<file path="src/rtl/mem_lsu.sv">
// mem_lsu: load/store sequencer between the CPU memory stage and a byte-wide
// single-port data RAM.
//
// Each request becomes one RAM byte access per cycle, least significant byte
// first. Load bytes are assembled, then sign- or zero-extended. Every request
// gets exactly one response.
//
// Ports
//   clock, reset             system clock; synchronous active-high reset
//   req_valid/req_ready      request handshake
//   req_we                   1 = store, 0 = load
//   req_funct3               RISC-V size/sign code
//   req_addr, req_wdata      byte address and store data (low bytes used)
//   resp_valid/resp_ready    response handshake
//   resp_rdata, resp_err     extended load data and error flag
//   ram_write_ena, ram_addr  RAM write enable and byte address
//   ram_data_o, ram_data_i   RAM write data and combinational read data
//
// Build option
//   MEM_LSU_MISALIGN_EN      when defined, misaligned halfword and word
//                            accesses are legal. Their bytes are sequenced
//                            upward from the address and wrap at the top of
//                            the RAM.
//
// state    | meaning
// ---------+------------------------------------------------------------
// S_IDLE   | ready for a request
// S_ACCESS | one RAM byte per cycle, idx_q selects the byte
// S_RESP   | response held until resp_ready
module mem_lsu #(
  parameter int DEPTH = 4096,
  parameter int XLEN  = 32,
  localparam int AW   = $clog2(DEPTH)
) (
  input  logic            clock,
  input  logic            reset,
  input  logic            req_valid,
  output logic            req_ready,
  input  logic            req_we,
  input  logic [2:0]      req_funct3,
  input  logic [XLEN-1:0] req_addr,
  input  logic [XLEN-1:0] req_wdata,
  output logic            resp_valid,
  input  logic            resp_ready,
  output logic [XLEN-1:0] resp_rdata,
  output logic            resp_err,
  output logic            ram_write_ena,
  output logic [AW-1:0]   ram_addr,
  output logic [7:0]      ram_data_o,
  input  logic [7:0]      ram_data_i
);

  localparam logic [1:0] S_IDLE   = 2'd0;
  localparam logic [1:0] S_ACCESS = 2'd1;
  localparam logic [1:0] S_RESP   = 2'd2;

  logic [1:0]      state_q;
  logic            we_q;
  logic [2:0]      funct3_q;
  logic [AW-1:0]   addr_q;
  logic [XLEN-1:0] wdata_q;
  logic [XLEN-1:0] rdata_q;
  logic [1:0]      idx_q;
  logic [1:0]      last_q;
  logic            err_q;

  logic            code_ok;
  logic            align_ok;
  logic            legal;
  logic [1:0]      last_d;
  logic            in_access;

  // The RAM is smaller than the address space, so the upper address bits
  // are deliberately dropped.
  logic unused_addr_bits;
  assign unused_addr_bits = ^req_addr[XLEN-1:AW];

  always_comb begin
    code_ok = 1'b0;
    if (req_we) begin
      code_ok = (req_funct3 == 3'b000) || (req_funct3 == 3'b001) ||
                (req_funct3 == 3'b010);
    end else begin
      code_ok = (req_funct3 == 3'b000) || (req_funct3 == 3'b001) ||
                (req_funct3 == 3'b010) || (req_funct3 == 3'b100) ||
                (req_funct3 == 3'b101);
    end
  end

`ifdef MEM_LSU_MISALIGN_EN
  assign align_ok = 1'b1;
`else
  always_comb begin
    align_ok = 1'b1;
    case (req_funct3[1:0])
      2'b01:   align_ok = ~req_addr[0];
      2'b10:   align_ok = (req_addr[1:0] == 2'b00);
      default: align_ok = 1'b1;
    endcase
  end
`endif

  assign legal = code_ok & align_ok;

  // The index of the last byte: 0, 1 or 3 for byte, halfword or word.
  always_comb begin
    last_d = 2'd0;
    case (req_funct3[1:0])
      2'b00:   last_d = 2'd0;
      2'b01:   last_d = 2'd1;
      default: last_d = 2'd3;
    endcase
  end

  always_ff @(posedge clock) begin
    if (reset) begin
      state_q  <= S_IDLE;
      we_q     <= 1'b0;
      funct3_q <= 3'b000;
      addr_q   <= '0;
      wdata_q  <= '0;
      rdata_q  <= '0;
      idx_q    <= 2'd0;
      last_q   <= 2'd0;
      err_q    <= 1'b0;
    end else begin
      case (state_q)
        S_IDLE: begin
          if (req_valid) begin
            we_q     <= req_we;
            funct3_q <= req_funct3;
            addr_q   <= req_addr[AW-1:0];
            wdata_q  <= req_wdata;
            rdata_q  <= '0;
            idx_q    <= 2'd0;
            last_q   <= last_d;
            err_q    <= ~legal;
            state_q  <= legal ? S_ACCESS : S_RESP;
          end
        end
        S_ACCESS: begin
          if (!we_q) begin
            rdata_q[{idx_q, 3'b000} +: 8] <= ram_data_i;
          end
          idx_q <= idx_q + 2'd1;
          if (idx_q == last_q) begin
            state_q <= S_RESP;
          end
        end
        S_RESP: begin
          if (resp_ready) begin
            state_q <= S_IDLE;
          end
        end
        default: state_q <= S_IDLE;
      endcase
    end
  end

  assign in_access  = (state_q == S_ACCESS);
  assign req_ready  = (state_q == S_IDLE) & ~reset;
  assign resp_valid = (state_q == S_RESP);
  assign resp_err   = resp_valid & err_q;

  // Reset gates the write enable directly. A store that is cut off by reset
  // keeps the bytes it has already written and writes nothing more.
  assign ram_write_ena = in_access & we_q & ~reset;
  assign ram_addr      = in_access ? (addr_q + AW'(idx_q)) : addr_q;
  assign ram_data_o    = (in_access && we_q) ? wdata_q[{idx_q, 3'b000} +: 8] : 8'h00;

  always_comb begin
    resp_rdata = '0;
    if (resp_valid && !err_q && !we_q) begin
      case (funct3_q)
        3'b000:  resp_rdata = {{(XLEN-8){rdata_q[7]}}, rdata_q[7:0]};
        3'b001:  resp_rdata = {{(XLEN-16){rdata_q[15]}}, rdata_q[15:0]};
        3'b100:  resp_rdata = {{(XLEN-8){1'b0}}, rdata_q[7:0]};
        3'b101:  resp_rdata = {{(XLEN-16){1'b0}}, rdata_q[15:0]};
        default: resp_rdata = rdata_q;
      endcase
    end
  end

endmodule

</file>
<file path="config.mk">
export PLATFORM = sky130hd
export DESIGN_NAME = mem_lsu
export DESIGN_NICKNAME = d
export VERILOG_FILES = /design/src/rtl/mem_lsu.sv
export SDC_FILE = /design/constraint.sdc
export NUM_CORES = 1
export LEC_CHECK = 0
export BUFFER_PORTS_ARGS = -buffer_cell sky130_fd_sc_hd__clkbuf_2
export CORE_ASPECT_RATIO = 1.25
export CORE_MARGIN = 4
export CORE_UTILIZATION = 40
export CTS_CLUSTER_DIAMETER = 30
export DETAILED_ROUTE_END_ITERATION = 8
export GPL_ROUTABILITY_DRIVEN = 0
export GPL_TIMING_DRIVEN = 0
export PLACE_DENSITY_LB_ADDON = 0.05
export SYNTH_ARGS = -nofsm -noshare
export SYNTH_HDL_FRONTEND = slang
export SYNTH_SLANG_ARGS = --single-unit
</file>
<file path="constraint.sdc">
create_clock -name clock -period 3.2 [get_ports clock]
set_input_delay 0.32 -clock clock [delete_from_list [all_inputs] [get_ports clock]]
set_output_delay 0.32 -clock clock [all_outputs]
set_load 0.1 [all_outputs]
</file>
==> results.py, run 1 <==
metrics = {
    "pwr": {
        "p_leak_nw": 2.181,
        "switching_share": 0.2922,
        "p_comb_frac": 0.180,
        "p_switching_mw": 0.8226,
        "ir_drop_mv": 0.2510,
        "p_int_mw": 1.993,
        "power_frac_clock": 0.403,
        "power.density_nw_per_um2": 526.1,
        "seqPwrFrac": 0.417,
    },
    "synthesis": {
        "synth_adder_area_share": 0.03088,
        "synthCells": 547,
        "ys_warn_count": 0,
        "seq_area_frac_synth": 0.4055,
        "synth-xor-area-share": 0.02447,
        "synth.top_cell.area_share": 0.4055,
        "synth_area_per_cell_sq_um": 7.853,
        "ys_ff_latch": 87,
        "synth-compound-area-share": 0.1681,
        "synth.mux.area_fraction": 0.04952,
        "yosysUniqueCellTypes": 43,
        "syn-cell-area_sq_um": 4295,
        "ys_top_cells_by_area": "dfxtp_1 41%, a21oi_1 13%, nand2_1 10%, mux4_2 4.2%, nand2b_1 2.8%",
        "synthSimpleGateAreaFrac": 0.2625,
        "synth_top_family_by_area": "simple AND/OR/NAND/NOR gates",
        "yosys.area.top_type": "dfxtp_1",
        "syn_nets": 637,
    },
    "timing": {
        "finClkSkew_ns": 0.005701,
        "relSlewSlack": 0.5274,
        "setup_slack_ns": 0.4413,
        "tns_ns": 0,
        "min_period_ns": 2.759,
        "period_share": 0.8621,
        "max_clock_freq_ghz": 0.3625,
        "rsz0062_at_grt": "no",
        "final_hold_viol_count": 0,
        "whs_ns": 0.1973,
        "worstMarginPinSlew_ns": 0.7090,
        "slew_viol_final": 0,
        "setup_viol": 0,
    },
    "grt": {
        "met2_usage": 0.3649,
        "gr-usage-met3": 0.03305,
        "top_usage_layer": "met2",
        "track_usage": 0.2007,
        "grt.overflow.total": 0,
        "grt_pass1_wl_microns": 19500,
        "antenna_found_initial": 0,
        "grt_max_degree": 14,
        "grt_pass1_vias": 4048,
        "gr-usage-met1": 0.2376,
    },
    "finish": {
        "nets": 762,
        "final_util": 0.5066,
        "drive_above_1_share": 0.2356,
        "antenna_cells": 0,
        "fillerInstances": 1067,
        "areaGrowthSynthToFinish_pct": 24.58,
    },
    "setup_path": {
        "critPathLaunchType": "register",
        "worstSetupStartpoint": "state_q[0]",
        "cp_slowest_cell": "clkbuf_2",
        "crit_arrival_ns": 2.44,
        "rr_startpoint": "idx_q[1]",
        "required_ns": 2.88,
        "worstPathMaxFanout": 10,
        "reg2reg_depth": 7,
        "slowest_delay_ns": 0.48,
        "path_cells": "buf_6, nand2b_1, nor3_4, o21ai_2, clkbuf_1, a21oi_1, clkbuf_2",
        "cp-endpoint": "resp_rdata[24]",
        "regToRegSetupSlack_ns": 0.56,
        "cp-end-kind": "output port",
        "crit_type": "reg2out",
        "rr_endpoint": "rdata_q[21]",
    },
    "route": {
        "routed_wl_microns": 12380,
        "drt_iter0_markers": 170,
        "drc": 0,
        "num_vias": 4130,
        "vias_per_cell": 5.118,
        "firstDrtPassIters": 4,
        "wire_per_inst_microns": 15.35,
        "postRouteAntennaNets": 0,
    },
    "clock_tree": {
        "clk_pin_slew_ns": 0.06,
        "cts_inserted_buffers": 9,
        "cts_max_level": 3,
        "holdBufCountCts": 0,
        "clk_latency_ns": 0.34,
        "cts_sinks": 87,
        "cts_tree": "built",
        "cts_setup_buffers": 0,
        "clock_path_buffers": 2,
        "clock-root-buffer": "clkbuf_16",
        "cts_resized": 0,
    },
    "floorplanning": {
        "coreArea_sq_um": 10560,
        "std_cell_rows": 42,
        "ioPinCount": 136,
        "chipWidth_microns": 100.7,
        "die_area_sq_um": 12470,
        "start_util": 0.4067,
        "die_h_microns": 123.9,
    },
    "min_path": {
        "whs_path_depth": 3,
        "hold_class": "in2reg",
    },
    "outcome": {
        "status": "finished clean",
    },
    "place": {
        "dpl_worst_slack_ns": 0.6179,
        "port_buffers": 114,
        "place_hpwl_microns": 9276,
    },
    "run": {
        "drv_cap": 0,
    },
}
-- placed cells by master, fill, tap and decap left out, types with 2 or more instances in the layout --
master,synthesis,layout
nand2_1,120,120
clkbuf_2,0,114
a21oi_1,109,109
dfxtp_1,87,87
clkbuf_1,28,28
inv_1,21,21
nand2b_1,19,19
nand4_1,19,19
nand3_1,18,18
nor2_1,12,12
buf_2,11,11
o21ai_0,10,10
and2_1,10,10
and3_1,10,10
ha_1,9,9
clkbuf_16,0,9
mux4_2,8,8
xnor2_1,8,8
nor3_1,5,5
nand3b_1,5,5
xor2_1,4,4
a21oi_2,4,4
nor2b_1,3,3
nor3b_2,3,3
mux2_2,2,2
o21bai_1,2,2
a21o_1,2,2
clkbuf_8,0,2
bufinv_16,0,2
-- worst min path at each step --
stage | start | end | slack, ns
after floorplan | rdata_q[0] | rdata_q[0] | 0.43
after global placement | rdata_q[19] | rdata_q[19] | 0.44
after detailed placement | rdata_q[4] | rdata_q[4] | 0.44
after CTS | req_wdata[28] | wdata_q[28] | 0.19
after global routing | req_wdata[20] | wdata_q[20] | 0.20
final | req_wdata[28] | wdata_q[28] | 0.20
-- flip-flops by register name, indices dropped and copies added (netlist names) --
name      cells
we_q          1
state_q       2
last_q        2
err_q         1
rdata_q      32
addr_q       12
funct3_q      3
wdata_q      32
idx_q         2
-- worst max-delay path: cells and delay by family, from the launching register on --
kind / cells / cell delay (ns)
buffers and inverters: 3 / 0.86
flip-flops: 1 / 0.31
AND/OR/NAND/NOR: 2 / 0.56
AO/OA/AOI/OAI: 2 / 0.37
-- logic make-up after synthesis --
| kind of cell | Yosys count |
|---|---|
| xor gates and xnor gates | 12 |
| muxes | 11 |
| DFF | 87 |
| AOI/OAI and AO/OA | 135 |
| buffers and inverters | 62 |
| and+or+nand+nor | 230 |
| adders and majority gates | 10 |
-- Yosys cell counts, drive strengths merged --
master  instances
a221oi          1
clkbuf         28
and3           10
or3b            1
nand4          19
dfxtp          87
or4b            1
nand2b         19
and2           10
a211o           1
a21o            2
xor2            4
ha              9
mux2i           1
nor2b           3
and4b           1
o22ai           1
o21ai          11
nor3            6
fa              1
xnor2           8
a211oi          1
inv            21
nor2           12
a21boi          1
a31oi           1
nand2         120
o21a            1
nor3b           3
a21oi         113
and4            1
nand3b          5
buf            13
mux4            8
or3             1
nand3          18
o21bai          2
mux2            2
-- final cells by class --
type / count / area, sq um / area share
Buffer: 41 / 175.2 / 0.03273
Sequential cell: 87 / 1742 / 0.3255
Clock inverter: 3 / 67.56 / 0.01263
Tap cell: 132 / 165.2 / 0.03086
Multi-Input combinational cell: 398 / 2300 / 0.4297
Timing Repair Buffer: 114 / 570.5 / 0.1066
Clock buffer: 11 / 252.7 / 0.04723
Inverter: 21 / 78.83 / 0.01473
-- stage by stage --
stage,power [mW],instance area [sq um],instances
detailed placement,1.708,5031,793
global route,2.934,5351,807
floorplan,1.560,4295,547
CTS,2.840,5351,807
finish,2.815,5351,807
global placement,1.700,5031,793
-- power by group through the flow --
stage	Sequential, mW	Clock, mW	Combinational, mW
2_1_floorplan	1.19	0	0.373
3_3_place_gp	1.20	0	0.504
3_5_place_dp	1.20	0	0.509
4_1_cts	1.17	1.16	0.510
5_1_grt	1.18	1.20	0.548
6_report	1.17	1.13	0.507
-- per-layer routing --
layer / share of wire / vias up
met2: 0.51 / 96
li1: - / 2109
met3: 0.046 / 14
met5: 0 / -
met4: 0.017 / 0
met1: 0.43 / 1911
(Power assumes the default switching activity.)
==> run 2: changes to the inputs <==
--- a/config.mk
+++ b/config.mk
@@ -12,8 +12,8 @@
 export CTS_CLUSTER_DIAMETER = 30
 export DETAILED_ROUTE_END_ITERATION = 8
 export GPL_ROUTABILITY_DRIVEN = 0
-export GPL_TIMING_DRIVEN = 0
-export PLACE_DENSITY_LB_ADDON = 0.05
+export PLACE_DENSITY = 0.65
+export SLEW_MARGIN = 10
 export SYNTH_ARGS = -nofsm -noshare
 export SYNTH_HDL_FRONTEND = slang
 export SYNTH_SLANG_ARGS = --single-unit
==> run 2 against run 1 <==
Net effect: die area is the same; utilization rose by 0.32 points; clock skew about the same; sequential share of layout area shrank 0.20 points; fmax is 2.6% lower; first-iteration DRC count is 32% lower; count of clock-buffer cells in the layout down 2.
==> results.py, run 2 (same netlist as run 1, synthesis figures left out) <==
metrics = {
    "floorplanning": {
        "die_area_sq_um": 12470,
        "std_cell_rows": 42,
        "chipWidth_microns": 100.7,
        "die_h_microns": 123.9,
        "ioPinCount": 136,
        "coreArea_sq_um": 10560,
        "start_util": 0.4067,
    },
    "setup_path": {
        "rr_startpoint": "idx_q[1]",
        "crit_type": "reg2out",
        "worstPathMaxFanout": 16,
        "worstSetupStartpoint": "state_q[1]",
        "critPathLaunchType": "register",
        "crit_arrival_ns": 2.51,
        "cp-end-kind": "output port",
        "required_ns": 2.88,
    },
    "route": {
        "drt_iter0_markers": 115,
        "vias_per_cell": 5.220,
        "wire_per_inst_microns": 14.79,
        "drc": 0,
        "routed_wl_microns": 11480,
        "firstDrtPassIters": 4,
        "num_vias": 4051,
        "postRouteAntennaNets": 0,
    },
    "clock_tree": {
        "holdBufCountCts": 0,
        "clock_path_buffers": 2,
        "cts_tree": "built",
        "clk_latency_ns": 0.34,
        "cts_inserted_buffers": 9,
        "clock-root-buffer": "clkbuf_16",
        "cts_sinks": 87,
        "clk_pin_slew_ns": 0.07,
        "cts_max_level": 3,
        "cts_setup_buffers": 0,
        "cts_resized": 0,
    },
    "grt": {
        "antenna_found_initial": 0,
        "grt_pass1_vias": 3879,
        "grt_pass1_wl_microns": 18270,
        "track_usage": 0.1838,
        "grt.overflow.total": 0,
        "grt_max_degree": 53,
    },
    "finish": {
        "fillerInstances": 1073,
        "drive_above_1_share": 0.2438,
        "areaGrowthSynthToFinish_pct": 25.37,
        "nets": 729,
        "antenna_cells": 0,
        "final_cell_mix": "120 x nand2_1, 109 x a21oi_1, 104 x clkbuf_2, 87 x dfxtp_1, 21 x inv_1",
        "final_cells": 776,
        "multi_input_area_sq_um": 2306,
        "register_area_sq_um": 1742,
        "top_regs": "rdata_q (32), wdata_q (32), addr_q (12)",
        "layout_commonest_cell": "nand2_1",
    },
    "place": {
        "port_buffers": 115,
        "dpl.cell_count": 760,
        "place_hpwl_microns": 8262,
        "dpl_worst_slack_ns": 0.7028,
    },
    "pwr": {
        "p_leak_nw": 2.175,
        "ir_drop_mv": 0.3059,
        "power.density_nw_per_um2": 525.5,
    },
    "timing": {
        "relSlewSlack": 0.3865,
        "setup_slack_ns": 0.3688,
        "tns_ns": 0,
        "max_clock_freq_ghz": 0.3532,
        "period_share": 0.8848,
        "finClkSkew_ns": 0.006084,
        "final_hold_viol_count": 0,
        "worstMarginPinSlew_ns": 0.9163,
        "rsz0062_at_grt": "no",
        "slew_viol_final": 0,
        "min_period_ns": 2.831,
        "setup_viol": 0,
    },
    "min_path": {
        "hold_class": "in2reg",
        "min_from": "req_wdata[28]",
    },
    "outcome": {
        "status": "finished clean",
    },
    "run": {
        "drv_cap": 0,
    },
}
-- run 2: changes by cell type in the layout (fill, tap and decap cells not counted), sizes merged --
cell | before | now
clkinvlp | 1 | 0
clkinv | 0 | 2
clkbuf | 153 | 113
inv | 21 | 24
buf | 13 | 18
-- run 2: worst paths after layout --
check / endpoint / slack (ns) / depth (start not counted)
setup / recovery: resp_rdata[27] / 0.37 / 5
hold / removal: wdata_q[28] / 0.19 / 3
setup reg to reg: rdata_q[28] / 0.78 / 6
hold reg to reg: rdata_q[4] / 0.45 / 2
-- run 2: worst max-delay path, cell delays in order (launching register included) --
cell      delay [ns]
dfxtp_1         0.64
nand2b_1        0.23
nor3_4          0.32
o21ai_2         0.27
a21oi_1         0.22
clkbuf_2        0.48
-- run 2: routing by layer --
metal / GRT usage / share of wire
met1: 0.2273 / 0.43
met2: 0.3184 / 0.51
met3: 0.03810 / 0.048
met4: 0.05897 / 0.012
met5: 0 / 0
-- run 2: metrics by stage --
stage | area [sq um] | hold WS (ns) | power [mW] | utilization
3_3_place_gp | 5057 | 0.4352 | 1.699 | 0.4788
2_1_floorplan | 4295 | 0.4273 | 1.560 | -
5_1_grt | 5385 | 0.1887 | 2.953 | 0.5098
6_report | 5385 | 0.1910 | 2.830 | 0.5098
4_1_cts | 5385 | 0.1813 | 2.861 | 0.5098
3_5_place_dp | 5057 | 0.4413 | 1.712 | 0.4788
-- run 2: cell type report --
class	count	area share
clock buffer	9	0.04182
multi-input combinational	398	0.4282
timing repair buffer	122	0.1422
tap	132	0.03067
clock inverter	7	0.01905
sequential	87	0.3234
inverter	21	0.01464
-- run 2: report_power, final --
group	internal, mW	switching (mW)	total [mW]
Clock	0.695	0.451	1.15
Combinational	0.155	0.337	0.492
Sequential	1.14	0.0565	1.19
Total	1.98	0.845	2.83
